File: config.mk
export PLATFORM = sky130hd
export DESIGN_NAME = seq_restoring_divider
export DESIGN_NICKNAME = d
export VERILOG_FILES = /design/src/rtl/arith_pkg.sv /design/src/rtl/divider_sub_stage.sv /design/src/rtl/seq_restoring_divider.sv
export SDC_FILE = /design/constraint.sdc
export NUM_CORES = 1
export LEC_CHECK = 0
export CAP_MARGIN = 10
export CORE_AREA = 2 2 68 54
export CTS_BUF_LIST = sky130_fd_sc_hd__clkbuf_8
export CTS_CLUSTER_SIZE = 8
export DETAILED_ROUTE_END_ITERATION = 10
export DIE_AREA = 0 0 70 56
export PLACE_DENSITY = 0.7
export SLEW_MARGIN = 30
export SYNTH_ARGS = -nofsm -noshare
export SYNTH_HDL_FRONTEND = slang
export SYNTH_SLANG_ARGS = --single-unit
File: constraint.sdc
create_clock -name clk -period 1.5 [get_ports clk]
set_input_delay 0.225 -clock clk [delete_from_list [all_inputs] [get_ports clk]]
set_output_delay 0.225 -clock clk [all_outputs]
set_load 0.02 [all_outputs]
File: src/rtl/arith_pkg.sv
// Shared arithmetic-library definitions: divider FSM states, default operand
// width and the iteration-counter width helper.
package arith_pkg;

    localparam int DEFAULT_WIDTH = 4;

    typedef enum logic [1:0] {
        IDLE = 2'd0,
        RUN  = 2'd1,
        DONE = 2'd2
    } div_state_e;

    // Bits needed to count 0..width inclusive.
    function automatic int cnt_width(input int width);
        return $clog2(width + 1);
    endfunction

endpackage

File: src/rtl/divider_sub_stage.sv
// Combinational W-bit trial subtraction with borrow-out; the divider's use of
// the arithmetic library's adder/subtractor datapath.
module divider_sub_stage
    import arith_pkg::*;
#(
    parameter int W = DEFAULT_WIDTH + 1
) (
    input  logic [W-1:0] minuend_i,
    input  logic [W-1:0] subtrahend_i,
    output logic [W-1:0] diff_o,
    output logic         no_borrow_o
);

    logic borrow;

    assign {borrow, diff_o} = {1'b0, minuend_i} - {1'b0, subtrahend_i};
    assign no_borrow_o      = ~borrow;

endmodule

File: src/rtl/seq_restoring_divider.sv
// Sequential unsigned restoring divider, one quotient bit per clock, with a
// start/done handshake. Optional macro DIVIDER_DBZ_CHECK_EN short-cuts divide-by-zero.
module seq_restoring_divider
    import arith_pkg::*;
#(
    parameter int WIDTH = DEFAULT_WIDTH
) (
    input  logic             clk,
    input  logic             rst_n,
    input  logic             start,
    input  logic [WIDTH-1:0] dividend,
    input  logic [WIDTH-1:0] divisor,
    output logic             busy,
    output logic             done,
    output logic [WIDTH-1:0] quotient,
    output logic [WIDTH-1:0] remainder,
    output logic             div_by_zero
);

    localparam int CW = cnt_width(WIDTH);

    div_state_e       state_q;
    logic [WIDTH:0]   r_q;
    logic [WIDTH-1:0] q_q;
    logic [WIDTH-1:0] divisor_q;
    logic [CW-1:0]    cnt_q;
    logic             busy_q;
    logic             done_q;
    logic [WIDTH-1:0] quotient_q;
    logic [WIDTH-1:0] remainder_q;

    logic [WIDTH:0]   shifted;
    logic [WIDTH:0]   trial;
    logic [WIDTH:0]   r_d;
    logic [WIDTH-1:0] q_d;
    logic             no_borrow;
    logic             last_iter;
    logic             zero_in;
    logic             zero_held;
    logic             r_msb_unused;

    assign shifted = {r_q[WIDTH-1:0], q_q[WIDTH-1]};

    divider_sub_stage #(
        .W(WIDTH + 1)
    ) u_sub_stage (
        .minuend_i   (shifted),
        .subtrahend_i({1'b0, divisor_q}),
        .diff_o      (trial),
        .no_borrow_o (no_borrow)
    );

    assign r_d          = no_borrow ? trial : shifted;
    assign q_d          = {q_q[WIDTH-2:0], no_borrow};
    assign last_iter    = (cnt_q == CW'(WIDTH - 1));
    // After every restore step R < divisor, so the top bit of R is always zero.
    assign r_msb_unused = r_q[WIDTH];

`ifdef DIVIDER_DBZ_CHECK_EN
    assign zero_in   = (divisor == '0);
    assign zero_held = (divisor_q == '0);
`else
    assign zero_in   = 1'b0;
    assign zero_held = 1'b0;
`endif

    // NOTE: sequential state uses non-blocking (<=) so every register samples
    // pre-edge values; blocking here would create order-dependent simulation.
    always_ff @(posedge clk or negedge rst_n) begin
        if (!rst_n) begin
            state_q     <= IDLE;
            r_q         <= '0;
            q_q         <= '0;
            divisor_q   <= '0;
            cnt_q       <= '0;
            busy_q      <= 1'b0;
            done_q      <= 1'b0;
            quotient_q  <= '0;
            remainder_q <= '0;
        end else begin
            unique case (state_q)
                IDLE: begin
                    if (start) begin
                        q_q       <= dividend;
                        divisor_q <= divisor;
                        r_q       <= '0;
                        cnt_q     <= '0;
                        busy_q    <= ~zero_in;
                        state_q   <= RUN;
                    end
                end
                RUN: begin
                    if (zero_held) begin
                        // q_q still holds the untouched dividend on this path.
                        quotient_q  <= '1;
                        remainder_q <= q_q;
                        done_q      <= 1'b1;
                        state_q     <= DONE;
                    end else begin
                        r_q   <= r_d;
                        q_q   <= q_d;
                        cnt_q <= cnt_q + CW'(1);
                        if (last_iter) begin
                            quotient_q  <= q_d;
                            remainder_q <= r_d[WIDTH-1:0];
                            busy_q      <= 1'b0;
                            done_q      <= 1'b1;
                            state_q     <= DONE;
                        end
                    end
                end
                DONE: begin
                    done_q  <= 1'b0;
                    state_q <= IDLE;
                end
                default: begin
                    busy_q  <= 1'b0;
                    done_q  <= 1'b0;
                    state_q <= IDLE;
                end
            endcase
        end
    end

`ifdef DIVIDER_DBZ_CHECK_EN
    logic dbz_q;

    always_ff @(posedge clk or negedge rst_n) begin
        if (!rst_n) begin
            dbz_q <= 1'b0;
        end else if (state_q == IDLE && start) begin
            dbz_q <= 1'b0;
        end else if (state_q == RUN && zero_held) begin
            dbz_q <= 1'b1;
        end
    end

    assign div_by_zero = dbz_q;
`else
    assign div_by_zero = 1'b0;
`endif

    assign busy      = busy_q;
    assign done      = done_q;
    assign quotient  = quotient_q;
    assign remainder = remainder_q;

endmodule
==> results.json, run 1 <==
{
  "fin_area_mm2": 0.00199,
  "ys_seq_area_share_pct": 48.2,
  "synth_cell_types": 38,
  "m1WireLength_um": 1520,
  "grt_pass1_vias": 1118,
  "rr_startpoint": "divisor_q[1]",
  "insertion_delay_ps": 270,
  "max_cap_violations": 0,
  "period_share_pct": 113,
  "route.detailed.drc": 0,
  "clock_sinks": 27,
  "status": "complete, but fails checks",
  "critical_path.startpoint": "divisor_q[1]",
  "antenna_found_initial": 0,
  "first_iter_violations": 52,
  "critical_path_class": "reg2reg",
  "clock_path_buffers": 2,
  "post-route-util_pct": 62.3,
  "synth_area_mm2": 0.00140,
  "placed_area_mm2": 0.00174,
  "finalClockSkew_ps": 8.64,
  "htree_num_levels": 1,
  "endpoint_kind": "register",
  "numCtsBuffers": 3,
  "synth_largest_area_cell": "dfrtp_1",
  "netlist_instances": 132,
  "yosysMostFrequentCell": "dfrtp_1",
  "r2r-end": "remainder[2]",
  "synth_warnings": 0,
  "ys.flop_type": "dfrtp_1",
  "grt_first_pass_wirelength_um": 5370,
  "finalSetupViolations": 10,
  "cts_hold_buf": 0,
  "synth_top_cell_area_share_pct": 48.2,
  "max-vdd-ir-drop_mv": 1.05,
  "hold_viol": 0,
  "syn_area_per_cell_um2": 10.6,
  "ys_top_cells_by_area": "dfrtp_1 (48%), nand2_1 (7.0%), ha_1 (5.4%)",
  "critPathRequiredTime_ps": 1650,
  "cp.arrival_ps": 1850,
  "start_util_pct": 43.8,
  "cp_max_fo": 4,
  "io_buffers": 20,
  "viasPerCell": 5.28,
  "rsz0062_at_grt": "true",
  "dieHeight_um": 56,
  "grt_max_degree": 28,
  "coreArea_mm2": 0.00320,
  "routabilityCongestion": 0.797,
  "drt-pass1-iter-count": 4,
  "power_density_mw_per_mm2": 2560,
  "hold_class": "in2async",
  "max_freq_mhz": 590,
  "violations": "negative setup slack",
  "dr.max_layer_used": "met4",
  "vias": 1146,
  "overflow": 0,
  "reg2reg_slack_ps": -190,
  "dr_wl_met2_um": 1700,
  "antenna_cells": 0,
  "finalSetupTns_ps": -1220,
  "wl_met3_um": 134,
  "report.final.slew_viol_count": 0,
  "area_growth_pct": 42.2,
  "ff2ff_path_depth": 7,
  "yosys_register_bits": 27,
  "period_needed_ps": 1690,
  "ioPinCount": 22,
  "power_leakage_uw": 0.000982,
  "place_inst": 204,
  "synth.net_count": 150,
  "cts_root_buf": "clkbuf_8",
  "drt_wl_total_um": 3370,
  "clkTransAtPathRegs_ps": 90,
  "total_power_uw": 5100,
  "dp_hpwl_um": 2290,
  "setup_ws_ps": -195,
  "die_x_um": 70,
  "layout-drive-gt1-share_pct": 33.9,
  "rows": 18,
  "wl_per_cell_um": 15.5,
  "synth_edf_count": 0,
  "design.die.area_mm2": 0.00392,
  "tritoncts": "done",
  "synth_commonest_cells": "dfrtp_1 (27), nand2_1 (26), o21ai_0 (8)",
  "grt_use_total_pct": 17.4,
  "nets": 196,
  "final_cells": 217,
  "ys_async_sr_fraction_pct": 100,
  "start_kind": "register",
  "final_antenna_net_count": 0
}
cell usage in the layout (no fill, tap or decap), types with 3 or more instances in the layout:
cell              n
dfrtp_1          27
nand2_1          26
buf_4            24
clkdlybuf4s50_1  12
o21ai_0           8
dlymetal6s2s_1    8
nand4_1           6
inv_2             5
inv_1             4
mux2_2            4
ha_4              4
nand3_1           3
nor2b_1           3
a22oi_1           3
clkbuf_8          3
per-stage QoR:
stage                     hold WS (ps)  setup WS [ps]
after floorplan                  -70.6           -102
final                              315           -195
after global routing               355           -264
after CTS                          328           -204
after detailed placement           465           -219
after global placement             459           -149
cell families after synthesis:
kind of cell / synth area share (%)
AO/OA/AOI/OAI: 17.2
adder cells (fa/ha/maj): 6.79
AND/OR/NAND/NOR: 18.3
flip-flops: 48.2
XOR/XNOR: 0.625
buffers and inverters: 5.36
other: 0.268
multiplexers: 3.21
cell type report:
class | count | area (um2)
tap | 40 | 50.0
multi-input combinational | 91 | 764
sequential | 27 | 676
clock inverter | 1 | 5.00
inverter | 9 | 33.8
fill | 257 | 1200
clock buffer | 3 | 41.3
timing repair buffer | 46 | 423
report_power, final:
part	internal (uW)	switching [uW]	leakage (uW)
combinational	1720	1600	0.000626
sequential	1080	292	0.000331
clock	186	219	0.0000255
total	2990	2110	0.000982
timing repair:
item,in CTS,in global routing
setup buffers,1,8
pin swaps,7,16
gates resized for setup,12,16
endpoints found under the setup margin,10,18
worst max-delay path by stage:
stage,endpoint,slack (ps),depth (start not counted)
after global routing,remainder[2],-260,7
final,remainder[2],-190,7
after floorplan,r_q[2],-100,5
after CTS,r_q[0],-200,5
after global placement,remainder[1],-150,6
after detailed placement,remainder[2],-220,6
critical path, cell delays in order, from the launching register on:
cell and delay, ps:
dfrtp_1 390, inv_2 80, ha_4 190, nor2b_4 130, o31a_4 310, nor3_4 200, buf_4 190, o311ai_4 90
per-layer routing:
layer  up-vias  GRT usage, %
met5         -             0
met4         0          3.30
met3         2          4.89
met2        22          29.9
met1       568          22.2
li1        554             -
state kept, by name (all words and copies together) (netlist names):
signal     count
state_q        2
r_q            4
cnt_q          3
q_q            4
busy           1
quotient       4
divisor_q      4
done           1
remainder      4
Power figures use the tool's default switching activity.
==> run 2: changes to the inputs <==
Settings changed: TNS_END_PERCENT set to 30.
==> results.json, run 2 (synthesis results as in run 1) <==
{
  "nets": 189,
  "critPathMaxStageDelay_ps": 390,
  "area_growth_pct": 33.7,
  "drt_wl_total_um": 2930,
  "layout_commonest_cell": "dfrtp_1",
  "max_cap_violations": 0,
  "crit_buf_inv": 0,
  "setup_ws_ps": -169,
  "htree_num_levels": 1,
  "period_share_pct": 111,
  "dieHeight_um": 56,
  "ioPinCount": 22,
  "io_buffers": 20,
  "rr_startpoint": "r_q[0]",
  "post-place-ws_ps": -204,
  "clock_sinks": 27,
  "critPathRequiredTime_ps": 1640,
  "tritoncts": "done",
  "power_density_mw_per_mm2": 2380,
  "layout_common_cells": "dfrtp_1 (27), nand2_1 (26), buf_4 (19), clkdlybuf4s50_1 (12)",
  "vias": 1117,
  "grt_first_pass_wirelength_um": 5150,
  "overflow": 0,
  "routabilityCongestion": 0.795,
  "finalClockSkew_ps": 7.80,
  "clkTransAtPathRegs_ps": 100,
  "wl_per_cell_um": 14.0,
  "route.detailed.drc": 0,
  "power_leakage_uw": 0.000926,
  "grt_use_total_pct": 16.2,
  "grt_pass1_vias": 1118,
  "start_kind": "register",
  "hold_viol": 0,
  "critical_path_class": "reg2reg",
  "antenna_found_initial": 0,
  "rsz0062_at_grt": "true",
  "grt_max_degree": 28,
  "first_iter_violations": 70,
  "design.die.area_mm2": 0.00392,
  "cp_top_family": "compound AO/OA/AOI/OAI gates",
  "die_x_um": 70,
  "final_cells": 210,
  "coreArea_mm2": 0.00320,
  "hold_class": "in2async",
  "multiInputGateArea_um2": 704,
  "viasPerCell": 5.32,
  "max_freq_mhz": 599,
  "antenna_cells": 0,
  "rows": 18,
  "cp_max_fo": 5,
  "report.final.slew_viol_count": 0,
  "numCtsBuffers": 3,
  "endpoint_kind": "register",
  "start_util_pct": 43.8,
  "final_antenna_net_count": 0,
  "fillers": 276,
  "cp.arrival_ps": 1810,
  "status": "complete, but fails checks",
  "period_needed_ps": 1670,
  "ff_latch_area_um2": 676,
  "critical_path.startpoint": "r_q[0]",
  "dp_hpwl_um": 2300,
  "cts_root_buf": "clkbuf_8",
  "max-vdd-ir-drop_mv": 1.24,
  "violations": "negative setup slack",
  "clock_path_buffers": 2,
  "finalSetupViolations": 10,
  "layout-drive-gt1-share_pct": 28.2,
  "slowest_stage": "dfrtp_1",
  "place_inst": 204,
  "crit_chain": "ha_1, nor2b_4, o31a_4, nor3_4, o311ai_1",
  "insertion_delay_ps": 270,
  "finalSetupTns_ps": -929,
  "drt-pass1-iter-count": 4
}
## run 2: cell types whose count changed in the layout (fill, tap and decap cells not counted), sizes merged
cell	delta
buf	-7
## run 2: timing repair
| item | 4_1_cts | 5_1_grt |
|---|---|---|
| buffers inserted | 2 | 0 |
| resized for setup | 11 | 8 |
| setup endpoints to repair | 10 | 18 |
| hold buffers | 0 | 0 |
| pin swaps | 3 | 1 |
## run 2: path summary, 6_finish.rpt
check                              endpoint  slack [ps]  cells after the start
worst max-delay path                 r_q[0]        -170                      5
worst min-delay path            quotient[1]         310                      2
worst max register to register       r_q[0]        -170                      5
worst min register to register         busy         490                      2
max in group asynchronous            r_q[0]         930                      2
min in group clk                       busy         490                      2
## run 2: layout make-up
cell class / instances / area share (%)
Timing Repair Buffer: 39 / 19.4
Clock buffer: 3 / 2.20
Tap cell: 40 / 2.67
Clock inverter: 1 / 0.267
Sequential cell: 27 / 36.1
Inverter: 9 / 1.80
Multi-Input combinational cell: 91 / 37.6
## run 2: per-layer routing
layer  share of wire [%]  track usage [%]  routed length, um  vias to the layer above
li1                    -                -                  -                      543
met1                  47             22.4               1370                      546
met2                  48             27.1               1420                       26
met3                 4.6             4.17                134                        2
met4                0.27            0.824                  8                        0
met5                   0                0                  0                        -
## run 2: where the power goes
part           total (uW)  switching (uW)  internal (uW)
Sequential           1340             264           1080
Combinational        2710            1350           1360
Clock                 414             228            186
Total                4460            1840           2620
## run 2: worst register-to-register path: stages (launching register included)
cell and delay [ps]:
dfrtp_1 390, ha_1 310, nor2b_4 150, o31a_4 310, nor3_4 240, o311ai_1 140
## run 2: metrics by stage
stage          total power [uW]  utilization [%]  hold slack, ps  area, um2
4_1_cts                    4510             57.9             328       1850
6_report                   4460             58.6             309       1870
2_1_floorplan              2890                -           -70.6       1400
5_1_grt                    4820             58.6             348       1870
3_5_place_dp               3840             54.3             470       1740
3_3_place_gp               3730             54.3             459       1740
==> run 3: changes to the inputs <==
Settings changed: CAP_MARGIN 10 to 40, CORE_AREA 2 2 68 54 to 2 2 65 51, DIE_AREA 0 0 70 56 to 0 0 67 53, GPL_ROUTABILITY_DRIVEN set to 1, PLACE_DENSITY 0.7 to 0.77.
==> results.json, run 3 (synthesis results as in run 1) <==
{
  "layout-drive-gt1-share_pct": 30.5,
  "endpoint_kind": "register",
  "routabilityCongestion": 0.832,
  "max_freq_mhz": 581,
  "coreArea_mm2": 0.00289,
  "drt_wl_total_um": 3010,
  "power_density_mw_per_mm2": 2510,
  "insertion_delay_ps": 280,
  "design.die.area_mm2": 0.00355,
  "internal_power_uw": 2880,
  "report.final.slew_viol_count": 0,
  "cp_top_family": "flip-flops",
  "cts_root_buf": "clkbuf_8",
  "critPathMaxStageDelay_ps": 400,
  "critical_path_class": "reg2reg",
  "grt_max_degree": 28,
  "power_leakage_uw": 0.000980,
  "cp_max_fo": 4,
  "max_cap_violations": 0,
  "status": "complete, but fails checks",
  "post-route-util_pct": 67.2,
  "io_buffers": 20,
  "hold_viol": 0,
  "numCtsBuffers": 3,
  "dieHeight_um": 53,
  "nets": 196,
  "period_needed_ps": 1720,
  "antenna_cells": 0,
  "post-place-ws_ps": -211,
  "final_antenna_net_count": 0,
  "reg2reg_slack_ps": -220,
  "crit_buf_inv": 1,
  "viasPerCell": 5.27,
  "first_iter_violations": 71,
  "tritoncts": "done",
  "layout_common_cells": "dfrtp_1 (27), nand2_1 (26), buf_4 (25), clkdlybuf4s50_1 (11)",
  "pwr-share-seq_pct": 27.5,
  "antenna_found_initial": 0,
  "cp.arrival_ps": 1870,
  "clock_sinks": 27,
  "ioPinCount": 22,
  "slowest_stage": "dfrtp_1",
  "sw_frac_of_total_pct": 41.0,
  "finalSetupViolations": 10,
  "area_growth_pct": 38.7,
  "clock_path_buffers": 2,
  "rows": 17,
  "route.detailed.drc": 0,
  "dp_hpwl_um": 2170,
  "hold_slack_ps": 307,
  "hold_class": "in2async",
  "setup_ws_ps": -220,
  "violations": "negative setup slack",
  "vias": 1132,
  "finalClockSkew_ps": 6.62,
  "combPwrFrac_pct": 64.0,
  "grt_pass1_vias": 1055,
  "max-vdd-ir-drop_mv": 1.21,
  "power_switching_uw": 2000,
  "start_kind": "register",
  "drt-pass1-iter-count": 4,
  "die_x_um": 67,
  "clkPwrFrac_pct": 8.5,
  "clkTransAtPathRegs_ps": 90,
  "crit_chain": "ha_1, nor2b_4, o31a_4, nor3_4, buf_4, o311ai_2",
  "layout_commonest_cell": "dfrtp_1",
  "overflow": 0,
  "critPathRequiredTime_ps": 1650,
  "grt_first_pass_wirelength_um": 5000,
  "rsz0062_at_grt": "true",
  "fillers": 227,
  "grt_use_total_pct": 19.4,
  "wl_per_cell_um": 14.0,
  "htree_num_levels": 1,
  "period_share_pct": 115,
  "start_util_pct": 48.4
}
==> run 3: changes by cell type in the layout (fill, tap and decap cells not counted), sizes merged <==
cell and delta:
buf +7, clkdlybuf4s50 -1, clkinv -1, dlygate4sd2 +1
clkinvlp +1
==> run 3: metal layers <==
metal | vias up | track usage (%) | wire (um)
met4 | 0 | 3.06 | 19
met2 | 37 | 31.8 | 1430
met1 | 533 | 26.2 | 1360
li1 | 559 | - | -
met3 | 3 | 5.11 | 201
met5 | - | 0 | 0
==> run 3: final timing paths <==
check | cells past startpoint | from | endpoint
worst max-delay path | 6 | r_q[0] | r_q[0]
worst min-delay path | 2 | rst_n | q_q[1]
worst max register to register | 6 | r_q[0] | r_q[0]
worst min register to register | 2 | quotient[0] | quotient[0]
max in group asynchronous | 2 | rst_n | state_q[0]
min in group clk | 2 | quotient[0] | quotient[0]
==> run 3: power by group through the flow <==
stage	clock network, uW	registers (uW)	logic, uW
final	416	1340	3130
after global routing	466	1390	3380
after CTS	435	1350	2790
after detailed placement	0	1350	2490
after global placement	0	1320	2410
after floorplan	0	1430	1460
==> run 3: final cells by class <==
type	count	area, um2	share of cell area, %
multi-input cells	91	719	37.0
flip-flops and latches	27	676	34.8
repair buffers	46	418	21.5
well taps	38	47.5	2.45
clock buffers	3	41.3	2.12
inverters	9	33.8	1.74
clock inverters	1	7.51	0.386
==> run 3: per-stage QoR <==
step | power, uW | cell area [um2] | setup TNS, ps | instances
2_1_floorplan | 2890 | 1400 | -743 | 132
3_3_place_gp | 3730 | 1740 | -999 | 202
3_5_place_dp | 3840 | 1740 | -1580 | 202
4_1_cts | 4570 | 1850 | -1220 | 209
5_1_grt | 5240 | 1940 | -1970 | 215
6_report | 4880 | 1940 | -1350 | 215
==> run 3: what timing repair did <==
action                                  in CTS  in global routing
gates resized for setup                     10                 12
endpoints found under the setup margin      11                 18
buffers inserted                             3                  6
hold buffers                                 0                  0
pin swaps                                    7                  4
